`src/rtl/croc_pkg.sv`:
```
// Shared bus and cache-bridge definitions: bus geometry, OBI structs, cache op codes,
// bridge register offsets and bridge FSM states.
package croc_pkg;

    localparam int ARCHITECTURE = 64;
    localparam int KEY_WIDTH    = ARCHITECTURE;
    localparam int VALUE_WIDTH  = 2 * ARCHITECTURE;
    localparam int ADDR_WIDTH   = ARCHITECTURE;
    localparam int DATA_WIDTH   = VALUE_WIDTH;
    localparam int BE_WIDTH     = DATA_WIDTH / 8;
    localparam int KEY_BYTES    = KEY_WIDTH / 8;

    // Byte offsets of the bridge registers inside its 64-byte window.
    localparam logic [5:0] REG_KEY    = 6'h00;
    localparam logic [5:0] REG_VALUE  = 6'h10;
    localparam logic [5:0] REG_CMD    = 6'h20;
    localparam logic [5:0] REG_STATUS = 6'h30;

    localparam int STATUS_BUSY  = 0;
    localparam int STATUS_HIT   = 1;
    localparam int STATUS_ERROR = 2;

    typedef enum logic [1:0] {
        OP_NONE = 2'b00,
        OP_GET  = 2'b01,
        OP_PUT  = 2'b10,
        OP_DEL  = 2'b11
    } cache_op_e;

    typedef enum logic [1:0] {
        IDLE  = 2'd0,
        ISSUE = 2'd1,
        WAIT  = 2'd2
    } bridge_state_e;

    typedef struct packed {
        logic                  request;
        logic                  write_enabled;
        logic [ADDR_WIDTH-1:0] addr;
        logic [DATA_WIDTH-1:0] wdata;
        logic [BE_WIDTH-1:0]   be;
    } obi_request_t;

    typedef struct packed {
        logic                  valid;
        logic                  error;
        logic [DATA_WIDTH-1:0] data;
    } obi_response_t;

endpackage

```
`src/rtl/obi_cache_regfile.sv`:
```
// Bridge register file: address decode, byte-enabled KEY/VALUE writes, CMD launch
// qualification and the registered one-cycle OBI response.
module obi_cache_regfile
    import croc_pkg::*;
(
    input  logic                   clk,
    input  logic                   rst_n,
    input  obi_request_t           req,
    output obi_response_t          rsp,
    input  logic                   busy,
    input  logic [2:0]             status,
    input  logic                   value_load,
    input  logic [VALUE_WIDTH-1:0] value_load_data,
    output logic [KEY_WIDTH-1:0]   key,
    output logic [VALUE_WIDTH-1:0] value,
    output logic                   cmd_start,
    output cache_op_e              cmd_op
);

    logic                  in_range;
    logic [5:0]            offset;
    logic                  key_we;
    logic                  value_we;
    logic                  err;
    logic [DATA_WIDTH-1:0] rdata;
    logic                  unused_addr;

    assign in_range    = (req.addr[ADDR_WIDTH-1:6] == '0);
    assign offset      = {req.addr[5:4], 4'b0000};
    assign cmd_op      = cache_op_e'(req.wdata[1:0]);
    assign unused_addr = ^req.addr[3:0];

    always_comb begin
        err       = 1'b0;
        rdata     = '0;
        key_we    = 1'b0;
        value_we  = 1'b0;
        cmd_start = 1'b0;
        if (!in_range) begin
            err = 1'b1;
        end else begin
            case (offset)
                REG_KEY: begin
                    if (!req.write_enabled) rdata = {{(DATA_WIDTH-KEY_WIDTH){1'b0}}, key};
                    else if (busy)          err = 1'b1;
                    else                    key_we = 1'b1;
                end
                REG_VALUE: begin
                    if (!req.write_enabled) rdata = value;
                    else if (busy)          err = 1'b1;
                    else                    value_we = 1'b1;
                end
                REG_CMD: begin
                    // OP_NONE is not a command; a busy bridge rejects any new launch.
                    if (req.write_enabled) begin
                        if (busy || req.wdata[1:0] == 2'b00) err = 1'b1;
                        else                                 cmd_start = 1'b1;
                    end
                end
                REG_STATUS: begin
                    if (req.write_enabled) err = 1'b1;
                    else                   rdata = {{(DATA_WIDTH-3){1'b0}}, status};
                end
                default: err = 1'b1;
            endcase
        end
        if (!req.request) begin
            err       = 1'b0;
            key_we    = 1'b0;
            value_we  = 1'b0;
            cmd_start = 1'b0;
        end
    end

    always_ff @(posedge clk or negedge rst_n) begin
        if (!rst_n) begin
            key   <= '0;
            value <= '0;
            rsp   <= '0;
        end else begin
            rsp.valid <= req.request;
            rsp.error <= err;
            rsp.data  <= req.request ? rdata : '0;
            for (int b = 0; b < KEY_BYTES; b++) begin
                if (key_we && req.be[b]) key[b*8 +: 8] <= req.wdata[b*8 +: 8];
            end
            // A cache load only happens while busy, when bus writes to VALUE are refused.
            if (value_load) begin
                value <= value_load_data;
            end else begin
                for (int b = 0; b < BE_WIDTH; b++) begin
                    if (value_we && req.be[b]) value[b*8 +: 8] <= req.wdata[b*8 +: 8];
                end
            end
        end
    end

endmodule

```
`src/rtl/obi_cache_bridge.sv`:
```
// OBI front-end for the key/value cache: launches GET/PUT/DEL on a CMD write, waits
// for the cache result with a bounded timeout and records hit/error in STATUS.
module obi_cache_bridge
    import croc_pkg::*;
#(
    parameter int TIMEOUT_CYCLES = 255
) (
    input  logic                   clk_i,
    input  logic                   rst_ni,
    input  obi_request_t           obi_req_i,
    output obi_response_t          obi_rsp_o,
    output logic                   cache_req_valid_o,
    input  logic                   cache_req_ready_i,
    output logic [1:0]             cache_op_o,
    output logic [KEY_WIDTH-1:0]   cache_key_o,
    output logic [VALUE_WIDTH-1:0] cache_value_o,
    input  logic                   cache_rsp_valid_i,
    input  logic                   cache_rsp_hit_i,
    input  logic [VALUE_WIDTH-1:0] cache_rsp_value_i
);

    localparam int               CNT_W    = $clog2(TIMEOUT_CYCLES + 1);
    localparam logic [CNT_W-1:0] CNT_MAX  = '1;
    localparam logic [CNT_W-1:0] CNT_LAST = CNT_W'(TIMEOUT_CYCLES - 1);

    bridge_state_e    state;
    cache_op_e        op;
    cache_op_e        cmd_op;
    logic             hit;
    logic             error;
    logic             busy;
    logic             cmd_start;
    logic             value_load;
    logic [CNT_W-1:0] cnt;
    logic [2:0]       status;

    assign busy              = (state != IDLE);
    assign cache_req_valid_o = (state == ISSUE);
    assign cache_op_o        = op;
    assign value_load        = (state == WAIT) && cache_rsp_valid_i && cache_rsp_hit_i
                               && (op == OP_GET);

    always_comb begin
        status               = '0;
        status[STATUS_BUSY]  = busy;
        status[STATUS_HIT]   = hit;
        status[STATUS_ERROR] = error;
    end

    obi_cache_regfile u_regfile (
        .clk             (clk_i),
        .rst_n           (rst_ni),
        .req             (obi_req_i),
        .rsp             (obi_rsp_o),
        .busy            (busy),
        .status          (status),
        .value_load      (value_load),
        .value_load_data (cache_rsp_value_i),
        .key             (cache_key_o),
        .value           (cache_value_o),
        .cmd_start       (cmd_start),
        .cmd_op          (cmd_op)
    );

    always_ff @(posedge clk_i or negedge rst_ni) begin
        if (!rst_ni) begin
            state <= IDLE;
            op    <= OP_NONE;
            hit   <= 1'b0;
            error <= 1'b0;
            cnt   <= '0;
        end else begin
            case (state)
                IDLE: begin
                    if (cmd_start) begin
                        op    <= cmd_op;
                        hit   <= 1'b0;
                        error <= 1'b0;
                        state <= ISSUE;
                    end
                end
                ISSUE: begin
                    if (cache_req_ready_i) begin
                        cnt   <= '0;
                        state <= WAIT;
                    end
                end
                WAIT: begin
                    // A response in the timeout cycle still counts as a normal completion.
                    if (cache_rsp_valid_i) begin
                        hit   <= cache_rsp_hit_i;
                        state <= IDLE;
                    end else if (cnt == CNT_LAST) begin
                        hit   <= 1'b0;
                        error <= 1'b1;
                        state <= IDLE;
                    end else if (cnt != CNT_MAX) begin
                        cnt <= cnt + 1'b1;
                    end
                end
                default: state <= IDLE;
            endcase
        end
    end

endmodule
```
`config.mk`:
```
export PLATFORM = sky130hd
export DESIGN_NAME = obi_cache_bridge
export DESIGN_NICKNAME = d
export VERILOG_FILES = /design/src/rtl/croc_pkg.sv /design/src/rtl/obi_cache_regfile.sv /design/src/rtl/obi_cache_bridge.sv
export SDC_FILE = /design/constraint.sdc
export NUM_CORES = 1
export LEC_CHECK = 0
export CELL_PAD_IN_SITES_DETAIL_PLACEMENT = 0
export CELL_PAD_IN_SITES_GLOBAL_PLACEMENT = 2
export CORE_AREA = 5 5 340 175
export DETAILED_ROUTE_END_ITERATION = 6
export DIE_AREA = 0 0 345 180
export PLACE_DENSITY = 0.87
export SKIP_LAST_GASP = 1
export SYNTH_ARGS = -nofsm -noshare
export SYNTH_HDL_FRONTEND = slang
export SYNTH_SLANG_ARGS = --single-unit
```
`constraint.sdc`:
```
create_clock -name clk_i -period 6.1 [get_ports clk_i]
set_clock_uncertainty 0.2 [all_clocks]
set_input_delay 1.525 -clock clk_i [delete_from_list [all_inputs] [get_ports clk_i]]
set_output_delay 1.525 -clock clk_i [all_outputs]
set_load 0.01 [all_outputs]
```
==> metrics.cfg <==
[global_routing]
grt_pass1_wl_um = 99500
antenna_found_initial = 8
grt_pass1_vias = 14391
grt_max_degree = 118
track_usage = 0.207
grt_overflow_total = 0

[synth]
syn_nets = 1703
synth_compound_area_frac = 0.107
synth-adder-area-share = 0.00173
synth_top_family_by_area = simple AND/OR/NAND/NOR gates
synth-xor-area-share = 0.00242
synthSimpleGateAreaFrac = 0.177
syn_area_per_cell_um2 = 10.7
synth_cell_types = 36
synth_area_um2 = 14500
ys_seq_area_frac = 0.581
syn_inst = 1358
synth_area_leader_cell = dfrtp_1
synth_area_leaders = dfrtp_1, nand4_1, a31oi_1
yosys.area.top_type_share = 0.581
muxShareOfSynthArea = 0.0956
ys_warn_count = 0
yosys_register_bits = 336

[timing]
finalMaxSlewViolations = 0
max_slew_margin = 0.302
finalSetupViolCount = 0
finalHoldViolCount = 0
max_slew.worst_pin.slew_ns = 1.03
setup_tns_ns = 0
fin_ws_ns = 1.45
layout_min_cycle_time_ns = 4.65
timing.final.crit_share = 0.762
fmax_ghz = 0.215
rsz0062_at_grt = no

[cells_and_area]
layout-drive-gt1-share = 0.0849
finalNetCount = 2326
design_area_um2 = 23200
syn_to_final_growth_pct = 60.4

[worst_setup_path]
path_max_fanout = 5
cp.arrival_ns = 4.87
critPathCaptureType = flop
critPathLaunchType = primary input
critPathKind = in2reg
cp.required_ns = 6.32

[cts]
clk_latency_ns = 0.54
cts_inserted_buffers = 37
cts-htree-levels = 2
cts_setup_buffers = 0
ctsHoldBuffers = 0
clk_pin_slew_ns = 0.06
postCtsResizedCells = 0
clock-sinks = 336
cts_tree = done
clk_path_buf_depth = 3
cts_root_buffer = clkbuf_16

[floorplan]
die_x_um = 345
start_util = 0.256
io_pins = 668
die_area_um2 = 62100
core.rowCount = 62
core_um2 = 56500
die_h_um = 180

[drt]
num_vias = 14023
wl_per_cell_um = 24.3
avgViaCountPerCell = 5.05
routed_wl_um = 67500
first_pass_iters = 5
first_iter_violations = 854
antenna_left = 0
route.detailed.drc = 0

[place]
numPortBuffers = 663
hpwl_um = 48200
gp_congestion = 0.974
post-place-ws_ns = 0.973
placed_area_um2 = 22100

[power_and_ir_drop]
clock_power_share = 0.457
leakagePower_uw = 0.0100
swShare = 0.239
power_frac_comb = 0.082
p_switching_uw = 1160
ir_drop_v = 0.000170
p_int_uw = 3680
p_per_area_nw_per_um2 = 209
seq_power_share = 0.461

[run]
maxCapViolations = 0

[outcome]
outcome = finished clean

[min_path]
hold_path_class = reg2reg

-- sequential cells by signal, indices dropped and copies added (netlist names) --
| signal | count |
|---|---|
| u_regfile.rsp | 130 |
| u_regfile.value | 128 |
| u_regfile.key | 64 |
| cnt | 8 |
| cache_op_o | 2 |
| state | 2 |
| error | 1 |
| hit | 1 |
-- cell families (layout without fill, tap and decap cells) --
family,Yosys count,in the layout
flip-flops,336,336
multiplexers,130,130
AND/OR/NAND/NOR,481,481
XOR/XNOR,4,4
buffers and inverters,134,779
other,0,6
adder cells (fa/ha/maj),2,2
AO/OA/AOI/OAI,271,271
-- placed cells by master (no fill, tap or decap), drive strengths merged, types with 2 or more instances in the layout --
master and n:
clkdlybuf4s50 661, dfrtp 336, nor2 200, nand4 138
o21ai 135, a31oi 128, mux2 66, and3 65
mux2i 64, clkbuf 52, buf 43, nor4 25
nand2 24, inv 15, nand3 11, clkinv 8
diode 6, nor2b 6, and2 4, o41ai 2
xnor2 2, xor2 2, ha 2, or4 2
-- area by class of cell --
class                   instances  area (µm²)
fillers                      5457       33300
flip-flops and latches        336        8410
inverters                      14        52.6
clock inverters                 9        52.6
multi-input cells             888        5580
repair buffers                704        7050
clock buffers                  52        1080
well taps                     768         961
diodes                          6        15.0
-- critical path, stage by stage --
cell             delay (ns)
clkdlybuf4s50_1        0.41
nor4_1                 0.62
nand4_1                0.39
or4_1                  0.65
buf_4                  0.22
nor4_4                 0.41
buf_4                  0.28
mux2_2                 0.35
-- synthesized netlist by cell type (all sizes together) --
cell and number:
a32oi 1, clkbuf 114, nor4bb 1, nor3 1, nor2b 6, nand2 24
a211o 1, o21ai 135, mux2i 64, and4 1, and2 4, a21oi 1
or4 2, o22ai 1, o41ai 2, and3 65, dfrtp 336, nand4 138
buf 6, nor4 25, inv 14, o41a 1, nand2b 1, nor2 200
or2 1, xor2 2, mux2 66, a31oi 128, nor3b 1, nand3 11
ha 2, o2bb2ai 1, xnor2 2
-- path summary, 6_finish.rpt --
check	startpoint	endpoint	slack, ns	cells past startpoint
min in group asynchronous	rst_ni	u_regfile.rsp[74]$_DFF_PN0_	0.89	1
hold / removal	error$_DFFE_PN0P_	error$_DFFE_PN0P_	0.30	1
setup / recovery	obi_req_i[151]	u_regfile.key[2]$_DFFE_PN0P_	1.45	8
setup reg to reg	state[0]$_DFFE_PN0P_	u_regfile.key[2]$_DFFE_PN0P_	3.11	5
hold reg to reg	error$_DFFE_PN0P_	error$_DFFE_PN0P_	0.30	1
max in group asynchronous	rst_ni	u_regfile.key[12]$_DFFE_PN0P_	3.59	2
-- through the flow --
step	hold slack, ns	power [µW]	cells	util
after global placement	0.289	2670	2710	0.391
after floorplan	0.257	2340	1358	-
final	0.298	4840	2777	0.411
after global routing	0.321	5030	2777	0.411
after CTS	0.296	4930	2771	0.411
after detailed placement	0.279	2670	2710	0.391
-- per-layer routing --
layer	wire [µm]	global-route usage	part of all wire	up-vias
li1	-	-	-	6232
met1	29900	0.285	0.44	7209
met2	31900	0.335	0.47	496
met3	4220	0.0480	0.063	82
met4	1380	0.0456	0.021	4
met5	27	0	0.00040	-
-- power groups by stage --
stage | logic, µW | clock network (µW) | registers (µW)
finish | 399 | 2210 | 2230
global placement | 396 | 0 | 2270
CTS | 401 | 2300 | 2230
floorplan | 68.6 | 0 | 2270
detailed placement | 398 | 0 | 2270
global route | 425 | 2380 | 2230
Note: power is estimated with default switching activity, not from simulation.
